$ cat config.mk
export PLATFORM = sky130hd
export DESIGN_NAME = serial_add_sequencer_flat
export DESIGN_NICKNAME = d
export VERILOG_FILES = /design/src/rtl/serial_add_sequencer_pkg.sv /design/src/rtl/serial_add_sequencer_if.sv /design/src/rtl/serial_add_sequencer_half_add.sv /design/src/rtl/serial_add_sequencer.sv /design/src/flat_wrapper.sv
export SDC_FILE = /design/constraint.sdc
export NUM_CORES = 1
export LEC_CHECK = 0
export CAP_MARGIN = 15
export CORE_MARGIN = 1.5
export CORE_UTILIZATION = 51
export DETAILED_ROUTE_END_ITERATION = 7
export PLACE_DENSITY_LB_ADDON = 0.08
export SLEW_MARGIN = 10
export SYNTH_ARGS = -nofsm -noshare
export SYNTH_HDL_FRONTEND = slang
export SYNTH_SLANG_ARGS = --single-unit
$ cat constraint.sdc
create_clock -name clock -period 1.62 [get_ports clock]
set_input_delay 0.324 -clock clock [delete_from_list [all_inputs] [get_ports clock]]
set_output_delay 0.324 -clock clock [all_outputs]
set_load 0.03 [all_outputs]
$ cat src/rtl/serial_add_sequencer_pkg.sv
// Shared types and constants for the bit-serial adder sequencer.
package serial_add_pkg;

    typedef enum logic [1:0] {
        IDLE = 2'd0,
        RUN  = 2'd1,
        DONE = 2'd2
    } state_e;

    localparam int DEFAULT_WIDTH = 8;

    // Bit counter width; never zero so WIDTH=1 still has a legal counter.
    function automatic int cnt_w(input int w);
        return (w <= 1) ? 1 : $clog2(w);
    endfunction

endpackage

$ cat src/rtl/serial_add_sequencer_if.sv
// Operand-in / result-out valid-ready bundle for the serial adder.
interface serial_add_if #(
    parameter int WIDTH = serial_add_pkg::DEFAULT_WIDTH
);
    logic             in_valid;
    logic             in_ready;
    logic [WIDTH-1:0] in_a;
    logic [WIDTH-1:0] in_b;
    logic             out_valid;
    logic             out_ready;
    logic [WIDTH-1:0] out_sum;
    logic             out_carry;

    modport slave (
        input  in_valid, in_a, in_b, out_ready,
        output in_ready, out_valid, out_sum, out_carry
    );

    modport master (
        output in_valid, in_a, in_b, out_ready,
        input  in_ready, out_valid, out_sum, out_carry
    );
endinterface

$ cat src/rtl/serial_add_sequencer_half_add.sv
// Single half adder: out = {carry, sum} of the two input bits.
module half_add (
    input  logic [1:0] arg_0,
    output logic [1:0] out
);
    assign out = {&arg_0, ^arg_0};
endmodule

$ cat src/rtl/serial_add_sequencer.sv
// Bit-serial WIDTH-bit adder: one shared full-add slice, LSB first, one bit per clock.
module serial_add_sequencer
    import serial_add_pkg::*;
#(
    parameter int WIDTH = DEFAULT_WIDTH
) (
    input  logic        clock,
    input  logic        reset_n,
    serial_add_if.slave bus
);
    localparam int CW = cnt_w(WIDTH);

    state_e           state_q, state_d;
    logic [CW-1:0]    cnt_q, cnt_d;
    logic [WIDTH-1:0] a_q, a_d;
    logic [WIDTH-1:0] b_q, b_d;
    logic [WIDTH-1:0] res_q, res_d;
    logic [WIDTH-1:0] sum_q, sum_d;
    logic             carry_q, carry_d;
    logic             cout_q, cout_d;

    logic [1:0] ha1, ha2;
    logic       sum_bit;
    logic       carry_nxt;
    logic       last_bit;

    // Operands shift right, so bit 0 of each register is always the current bit.
    half_add u_ha1 (.arg_0({b_q[0], a_q[0]}),   .out(ha1));
    half_add u_ha2 (.arg_0({carry_q, ha1[0]}),  .out(ha2));

    assign sum_bit   = ha2[0];
    assign carry_nxt = ha1[1] | ha2[1];
    assign last_bit  = (cnt_q == CW'(WIDTH - 1));

    always_ff @(posedge clock or negedge reset_n) begin
        if (!reset_n) begin
            state_q <= IDLE;
            cnt_q   <= '0;
            a_q     <= '0;
            b_q     <= '0;
            res_q   <= '0;
            sum_q   <= '0;
            carry_q <= 1'b0;
            cout_q  <= 1'b0;
        end else begin
            state_q <= state_d;
            cnt_q   <= cnt_d;
            a_q     <= a_d;
            b_q     <= b_d;
            res_q   <= res_d;
            sum_q   <= sum_d;
            carry_q <= carry_d;
            cout_q  <= cout_d;
        end
    end

    always_comb begin
        state_d = state_q;
        cnt_d   = cnt_q;
        a_d     = a_q;
        b_d     = b_q;
        res_d   = res_q;
        sum_d   = sum_q;
        carry_d = carry_q;
        cout_d  = cout_q;

        case (state_q)
            IDLE: begin
                if (bus.in_valid) begin
                    a_d     = bus.in_a;
                    b_d     = bus.in_b;
                    res_d   = '0;
                    carry_d = 1'b0;
                    cnt_d   = '0;
                    state_d = RUN;
                end
            end
            RUN: begin
                a_d              = a_q >> 1;
                b_d              = b_q >> 1;
                res_d            = res_q >> 1;
                res_d[WIDTH-1]   = sum_bit;
                carry_d          = carry_nxt;
                cnt_d            = cnt_q + 1'b1;
                if (last_bit) begin
                    // Result is complete this cycle; freeze it in the output registers.
                    cnt_d   = '0;
                    sum_d   = res_d;
                    cout_d  = carry_nxt;
                    state_d = DONE;
                end
            end
            DONE: begin
                if (bus.out_ready) begin
                    state_d = IDLE;
                end
            end
            default: begin
                state_d = IDLE;
            end
        endcase
    end

    assign bus.in_ready  = (state_q == IDLE);
    assign bus.out_valid = (state_q == DONE);
    assign bus.out_sum   = sum_q;
    assign bus.out_carry = cout_q;

endmodule
$ cat src/flat_wrapper.sv
// flat-port wrapper written by rule: the top's interface ports become plain ports
module serial_add_sequencer_flat import serial_add_pkg::*;
#(
    parameter int WIDTH = DEFAULT_WIDTH
)
  (clock, reset_n, bus_in_valid, bus_in_a, bus_in_b, bus_out_ready, bus_in_ready, bus_out_valid, bus_out_sum, bus_out_carry);
  serial_add_if #(.WIDTH(WIDTH)) bus_i ();
  input  logic clock;
  input  logic reset_n;
  input wire logic [$bits(bus_i.in_valid)-1:0] bus_in_valid;
  input wire logic [$bits(bus_i.in_a)-1:0] bus_in_a;
  input wire logic [$bits(bus_i.in_b)-1:0] bus_in_b;
  input wire logic [$bits(bus_i.out_ready)-1:0] bus_out_ready;
  output wire logic [$bits(bus_i.in_ready)-1:0] bus_in_ready;
  output wire logic [$bits(bus_i.out_valid)-1:0] bus_out_valid;
  output wire logic [$bits(bus_i.out_sum)-1:0] bus_out_sum;
  output wire logic [$bits(bus_i.out_carry)-1:0] bus_out_carry;
  assign bus_i.in_valid = bus_in_valid;
  assign bus_i.in_a = bus_in_a;
  assign bus_i.in_b = bus_in_b;
  assign bus_i.out_ready = bus_out_ready;
  assign bus_in_ready = bus_i.in_ready;
  assign bus_out_valid = bus_i.out_valid;
  assign bus_out_sum = bus_i.out_sum;
  assign bus_out_carry = bus_i.out_carry;
  serial_add_sequencer #(.WIDTH(WIDTH)) u_core (.clock(clock), .reset_n(reset_n), .bus(bus_i));
endmodule
# After elaboration in Yosys (flattened, before gate mapping)

Cells that the tools add are included.

Register bits: 39
Bits of input ports: 20
Output and inout port bits: 11
Logic and storage cells: 40

Add/subtract/negate cells: 1
Eq/ne operators: 6
Mux-type cells: 15
Bitwise gates (word level): 1
Reduce and logical (&&, ||, !) cells: 9

Operators with widths:

| operator                                                                | number |
|---|---|
| 8-bit case mux with 2 select lines                                      | 3 |
| 8-bit 2-to-1 mux                                                        | 3 |
| 2-bit AND reduction                                                     | 4 |
| 2-bit 2-to-1 mux                                                        | 3 |
| 3-bit 2-to-1 mux                                                        | 2 |
| 2-bit case mux with 3 select lines                                      | 1 |
| 3-bit case mux with 2 select lines                                      | 1 |
| 2-bit inequality test, second input constant                            | 2 |
| 2-bit parity                                                            | 2 |
| 3-bit by 1-bit adder with 3-bit output, second input constant           | 1 |
| 3-bit equality test, second input constant                              | 1 |
| 3-bit AND reduction                                                     | 1 |
| 2-bit by 1-bit equality test with 1-bit output, second input constant   | 1 |
| 2-bit equality test, second input constant                              | 1 |
| 2-bit zero test                                                         | 1 |
| 2-bit by 1-bit inequality test with 1-bit output, second input constant | 1 |
| 1-bit case mux with 2 select lines                                      | 1 |
| 2-bit nonzero test                                                      | 1 |
| 1-bit 2-to-1 mux                                                        | 1 |
| 1-bit OR                                                                | 1 |

# Depth between registers and ports, before layout

Word-level depth: 4
Gate-level depth with buffers: 5
Gate-level depth less buffers: 4

# By module

Synthesis repeated with hierarchy kept, for this count alone.

Cell total of the unflattened synthesis: 144
Area total of the unflattened synthesis: 1795.5 µm²

By module, submodules not included:

| module               | instances | cells each | area an instance (µm²) | seq. area each (µm²) |
|---|---|---|---|---|
| serial_add_sequencer | 1         | 142        | 1770.4                 | 950.9 |
| half_add             | 2         | 1          | 12.5                   | 0.0 |

# Least setup slack after synthesis

OpenSTA, ideal clock, no wires.

Path type: flip-flop to flip-flop
From: reg u_core.cnt_q[0]
To: reg u_core.cout_q, in the netlist u_core.bus.out_carry
Library setup time: 125 ps
Data arrival time: 1315 ps
Data required time: 1495 ps
Setup slack: 180 ps
Cell stages (with the launch flop): 6
Buffers on the path: 1
Period minus slack after synthesis: 1440 ps
Cells stage by stage: dfrtp_1 ha_1 ha_1 nand3b_1 buf_4 mux2_2

Longest elaborated chain between the ends: 2

RTL lines:

| item                                 | RTL line                   | source |
|---|---|---|
| from (decl)                          | serial_add_sequencer.sv:14 | `logic [CW-1:0] cnt_q, cnt_d;` |
| from (signal assigned)               | serial_add_sequencer.sv:47 | `cnt_q <= cnt_d;` |
| 3-bit equality test                  | serial_add_sequencer.sv:33 | `assign last_bit = (cnt_q == CW'(WIDTH - 1));` |
| 2-bit AND reduction (no source line) | -                          |  |
| to (signal assigned)                 | serial_add_sequencer.sv:53 | `cout_q <= cout_d;` |
| to (decl)                            | serial_add_sequencer.sv:20 | `logic cout_q, cout_d;` |

Every way passes these cells.
A chain may end at the register's enable or synchronous reset.

# Worst setup path in the final report

From: reg u_core.state_q[0]
To: out bus_out_valid

Longest elaborated chain between the ends: 1

RTL lines:

| item                   | RTL line                    | source |
|---|---|---|
| from (decl)            | serial_add_sequencer.sv:13  | `state_e state_q, state_d;` |
| from (signal assigned) | serial_add_sequencer.sv:46  | `state_q <= state_d;` |
| 2-bit equality test    | serial_add_sequencer.sv:105 | `assign bus.out_valid = (state_q == DONE);` |
| to (decl)              | flat_wrapper.sv:15          | `output wire logic [$bits(bus_i.out_valid)-1:0] bus_out_valid;` |

Every way passes these cells.

==> impl_summary.log <==
INFO  metric run_status = completed
INFO  metric worstPathCellList = buf_12, nand2b_1, inv_1, buf_6
INFO  metric crit_fanout = 5
INFO  metric numPortBuffers = 30
INFO  metric utilization = between 60% and 70%
INFO  metric route.detailed.vias_per_inst = 5.54
INFO  metric fin_total_pwr = 4010 µW
INFO  metric timing.max_cap.violations = 0
INFO  metric seq_power_share = between 40% and 50%
INFO  metric crit_path_end = bus_out_valid
INFO  metric worst_slew_margin_rel = approximately three fifths
INFO  metric slew_viol_final = 0
INFO  metric finalSetupTns = 0 ps
INFO  metric placeableCoreArea = about 3300 µm²
INFO  metric synth_top_cells_by_area = sky130_fd_sc_hd__dfrtp_1 55%, sky130_fd_sc_hd__nor4b_1 7.0%, sky130_fd_sc_hd__a211oi_1 6.0%
INFO  metric detail_route.drc_violations = 0
INFO  metric max_freq = between 600 and 700 MHz
INFO  metric synth.top_cell.area_share = a little over half
INFO  metric drt-pass1-iter-count = 4
INFO  metric power.switching_fraction = 37.0%
INFO  metric yosys_register_bits = 38
INFO  metric cellPowerDensity = between 1500 and 2000 nW/µm²
INFO  metric crit_path_start_kind = register
INFO  metric setup_repair_after_global_routing_missed_its_margin = yes
INFO  metric power.net_switching = around 1500 µW
INFO  metric post-route-cell-area = ~2200 µm²
INFO  metric finalWirelength = 3460 µm
INFO  metric path_class = reg -> out
INFO  metric floorplan.die.width = around 61 µm
INFO  metric synth_most_common_cell = sky130_fd_sc_hd__dfrtp_1
INFO  metric placed_cell_areas = 2090 µm²
INFO  metric max_slew.worst_pin.slew = approximately 590 ps
INFO  metric flow.area_growth_from_synthesis = 28.9%
INFO  metric synth_fp_nets = around 170
INFO  metric hold_violations = 0
INFO  metric grt_antenna_before_repair = 0
INFO  metric root_buffer = sky130_fd_sc_hd__clkbuf_4
INFO  metric grt_max_degree = 34
INFO  metric finalWorstPathRequiredPeriod = approximately 1600 ps
INFO  metric worstSetupEndpointType = output port
INFO  metric synth_seq_area_share = between 50% and 60%
INFO  metric warnings_from_yosys = 0
INFO  metric cts_tree = built
INFO  metric crit_path_start = u_core.state_q[0]
INFO  metric cell_internal_pwr = approximately 2500 µW
INFO  metric detailed_route_wire_length_per_cell = ~15 µm
INFO  metric synth.top_cells.by_count = 38 x sky130_fd_sc_hd__dfrtp_1, 15 x sky130_fd_sc_hd__inv_1, 14 x sky130_fd_sc_hd__a211oi_1, 14 x sky130_fd_sc_hd__nor3b_1, 14 x sky130_fd_sc_hd__nor4b_1
INFO  metric floorplan.initialDensity = between 50% and 60%
INFO  metric critical_path.top_delay_family = flip-flops
INFO  metric vdd_ir_drop_max = about 0.84 mV
INFO  metric synth.lib_cells_used.distinct = 23
INFO  metric final_min_period_over_clock_period = 97.9%
INFO  metric crit_path_top_delay_cell = sky130_fd_sc_hd__dfrtp_2
INFO  metric drt.antenna.violating_nets = 0
INFO  metric drt_first_iter_violations = 84
INFO  metric yosysTopAreaCell = sky130_fd_sc_hd__dfrtp_1
INFO  metric clock-skew-final = 7.35 ps
INFO  metric mapped_avg_cell_area = ~12 µm²
INFO  metric grt_pass1_vias = around 1200
INFO  metric critical_path.reg2reg.startpoint = u_core.cnt_q[0]
INFO  metric synthFlopType = sky130_fd_sc_hd__dfrtp_1
INFO  metric dpl.hpwl = 2120 µm
INFO  metric insertion_delay = 340 ps
INFO  metric max_stage_delay = approximately 450 ps
INFO  metric die_h = just over 60 µm
INFO  metric grt_pass1_wl = ~5500 µm
INFO  metric dieArea = between 3000 and 4000 µm²
INFO  metric critical_path.n_buffers_inverters = 3
INFO  metric synthCells = about 140
INFO  metric pin_count = 31
INFO  metric fin_nets = about 200
INFO  metric routabilityCongestion = ~0.74
INFO  metric grt.total_usage = between 20% and 30%
INFO  metric p_comb_share = approximately 47%
INFO  metric reg2reg_setup_slack = approximately 80 ps
INFO  metric clkPwrFrac = 12.7%
INFO  metric worst_ep_arrival_time = roughly 1300 ps
INFO  metric critical_path_depth = 4
INFO  metric num_antenna_cells = 0
INFO  metric ys_async_sr_fraction = 100%
INFO  metric cts_buffers = 5
INFO  metric clk_transition_reported_paths = 110 ps
INFO  metric rows = 21
INFO  metric setup_violations = 0
INFO  metric grt.overflow.total = 0
INFO  metric final_layout_size_suffix_gt1_share = 19.2%
INFO  metric total_leakage_power = around 0.0010 µW
INFO  metric clk_path_buf_depth = 2
INFO  metric vias = around 1300
INFO  metric worst_reg2reg_path_endpoint = u_core.bus.out_sum[6]
INFO  metric synthesis.area = 1740 µm²
INFO  metric hold_path.class = in -> async
INFO  metric worstPathRequired = approximately 1300 ps
INFO  metric h_tree_depth_reported_by_cts = 2
INFO  metric synth_enable_flop_cells = 0
INFO  metric worst_r2r_path_depth = 5
INFO  metric cts_sinks = 38
-- cell type report --
| type | count | area (µm²) |
|---|---|---|
| repair buffers | 43 | 443 |
| clock inverters | 1 | 5.00 |
| clock buffers | 7 | 55.1 |
| inverters | 15 | 56.3 |
| fillers | 282 | 1060 |
| well taps | 46 | 57.6 |
| multi-input cells | 78 | 679 |
| flip-flops and latches | 38 | 952 |
-- through the flow --
step,worst slack (ps),hold WS [ps],std cells
6_report,34.4,442,228
5_1_grt,-30.1,494,228
4_1_cts,2.42,438,227
3_5_place_dp,-76.4,289,213
3_3_place_gp,-27.9,279,213
2_1_floorplan,180,28.4,142
-- power by group through the flow --
stage               Clock, µW  Combinational (µW)  Sequential (µW)
finish                    509                1860             1640
global route              557                2060             1690
CTS                       522                1850             1630
detailed placement          0                1720             1640
global placement            0                1640             1630
floorplan                   0                1070             1780
-- logic make-up after synthesis --
logic type | count (synthesis) | synth area share (%)
and+or+nand+nor | 35 | 15.4
DFF | 38 | 54.5
muxes | 9 | 5.81
AOI/OAI and AO/OA | 30 | 14.3
buffers and inverters | 27 | 7.32
adders and majority gates | 3 | 2.58
-- worst min path at each step --
stage                                       end    start
final                             u_core.b_q[3]  reset_n
after global routing      u_core.bus.out_sum[5]  reset_n
after CTS                         u_core.b_q[3]  reset_n
after detailed placement  u_core.bus.out_sum[5]  reset_n
after global placement    u_core.bus.out_sum[5]  reset_n
after floorplan                   u_core.a_q[0]  reset_n
-- repair_timing --
action | CTS | global route
buffers inserted | 4 | 0
endpoints found under the hold margin | 17 | 0
cloned | 1 | 1
pin swaps | 0 | 1
gates resized for setup | 17 | 6
hold buffers | 1 | 0
setup endpoints to repair | 11 | 24
-- cells in the final DEF (no fill, tap or decap), types with 2 or more instances in the layout --
master	Yosys	layout
sky130_fd_sc_hd__dfrtp_1	38	37
sky130_fd_sc_hd__mux2_2	9	9
sky130_fd_sc_hd__a211oi_1	14	14
sky130_fd_sc_hd__nor2_1	2	2
sky130_fd_sc_hd__nor4b_1	14	14
sky130_fd_sc_hd__nor3b_1	14	14
sky130_fd_sc_hd__a32o_1	2	2
sky130_fd_sc_hd__inv_1	15	15
sky130_fd_sc_hd__buf_2	5	2
sky130_fd_sc_hd__a22o_1	11	11
sky130_fd_sc_hd__dlygate4sd2_1	0	9
sky130_fd_sc_hd__buf_12	0	3
sky130_fd_sc_hd__buf_4	3	8
sky130_fd_sc_hd__clkbuf_4	0	5
sky130_fd_sc_hd__clkdlybuf4s50_1	0	18
sky130_fd_sc_hd__nand2b_1	2	2
sky130_fd_sc_hd__ha_1	2	2
-- flip-flops by register name, summed over array words and instances (netlist names) --
| name | flops |
|---|---|
| u_core.a_q | 8 |
| u_core.state_q | 2 |
| u_core.cnt_q | 3 |
| u_core.bus.out_carry | 1 |
| u_core.b_q | 8 |
| u_core.carry_q | 1 |
| u_core.bus.out_sum | 8 |
| u_core.res_q | 7 |
-- layer usage --
metal  share of wire [%]  GRT usage (%)  routed length, µm  up-vias
li1                    -              -                  -      598
met1                  45           28.4               1560      620
met2                  49           30.2               1710       41
met3                 4.3           5.67                150        5
met4                 1.3           6.69                 46        0
met5                   0              0                  0        -
Note: power is estimated with default switching activity, not from simulation.
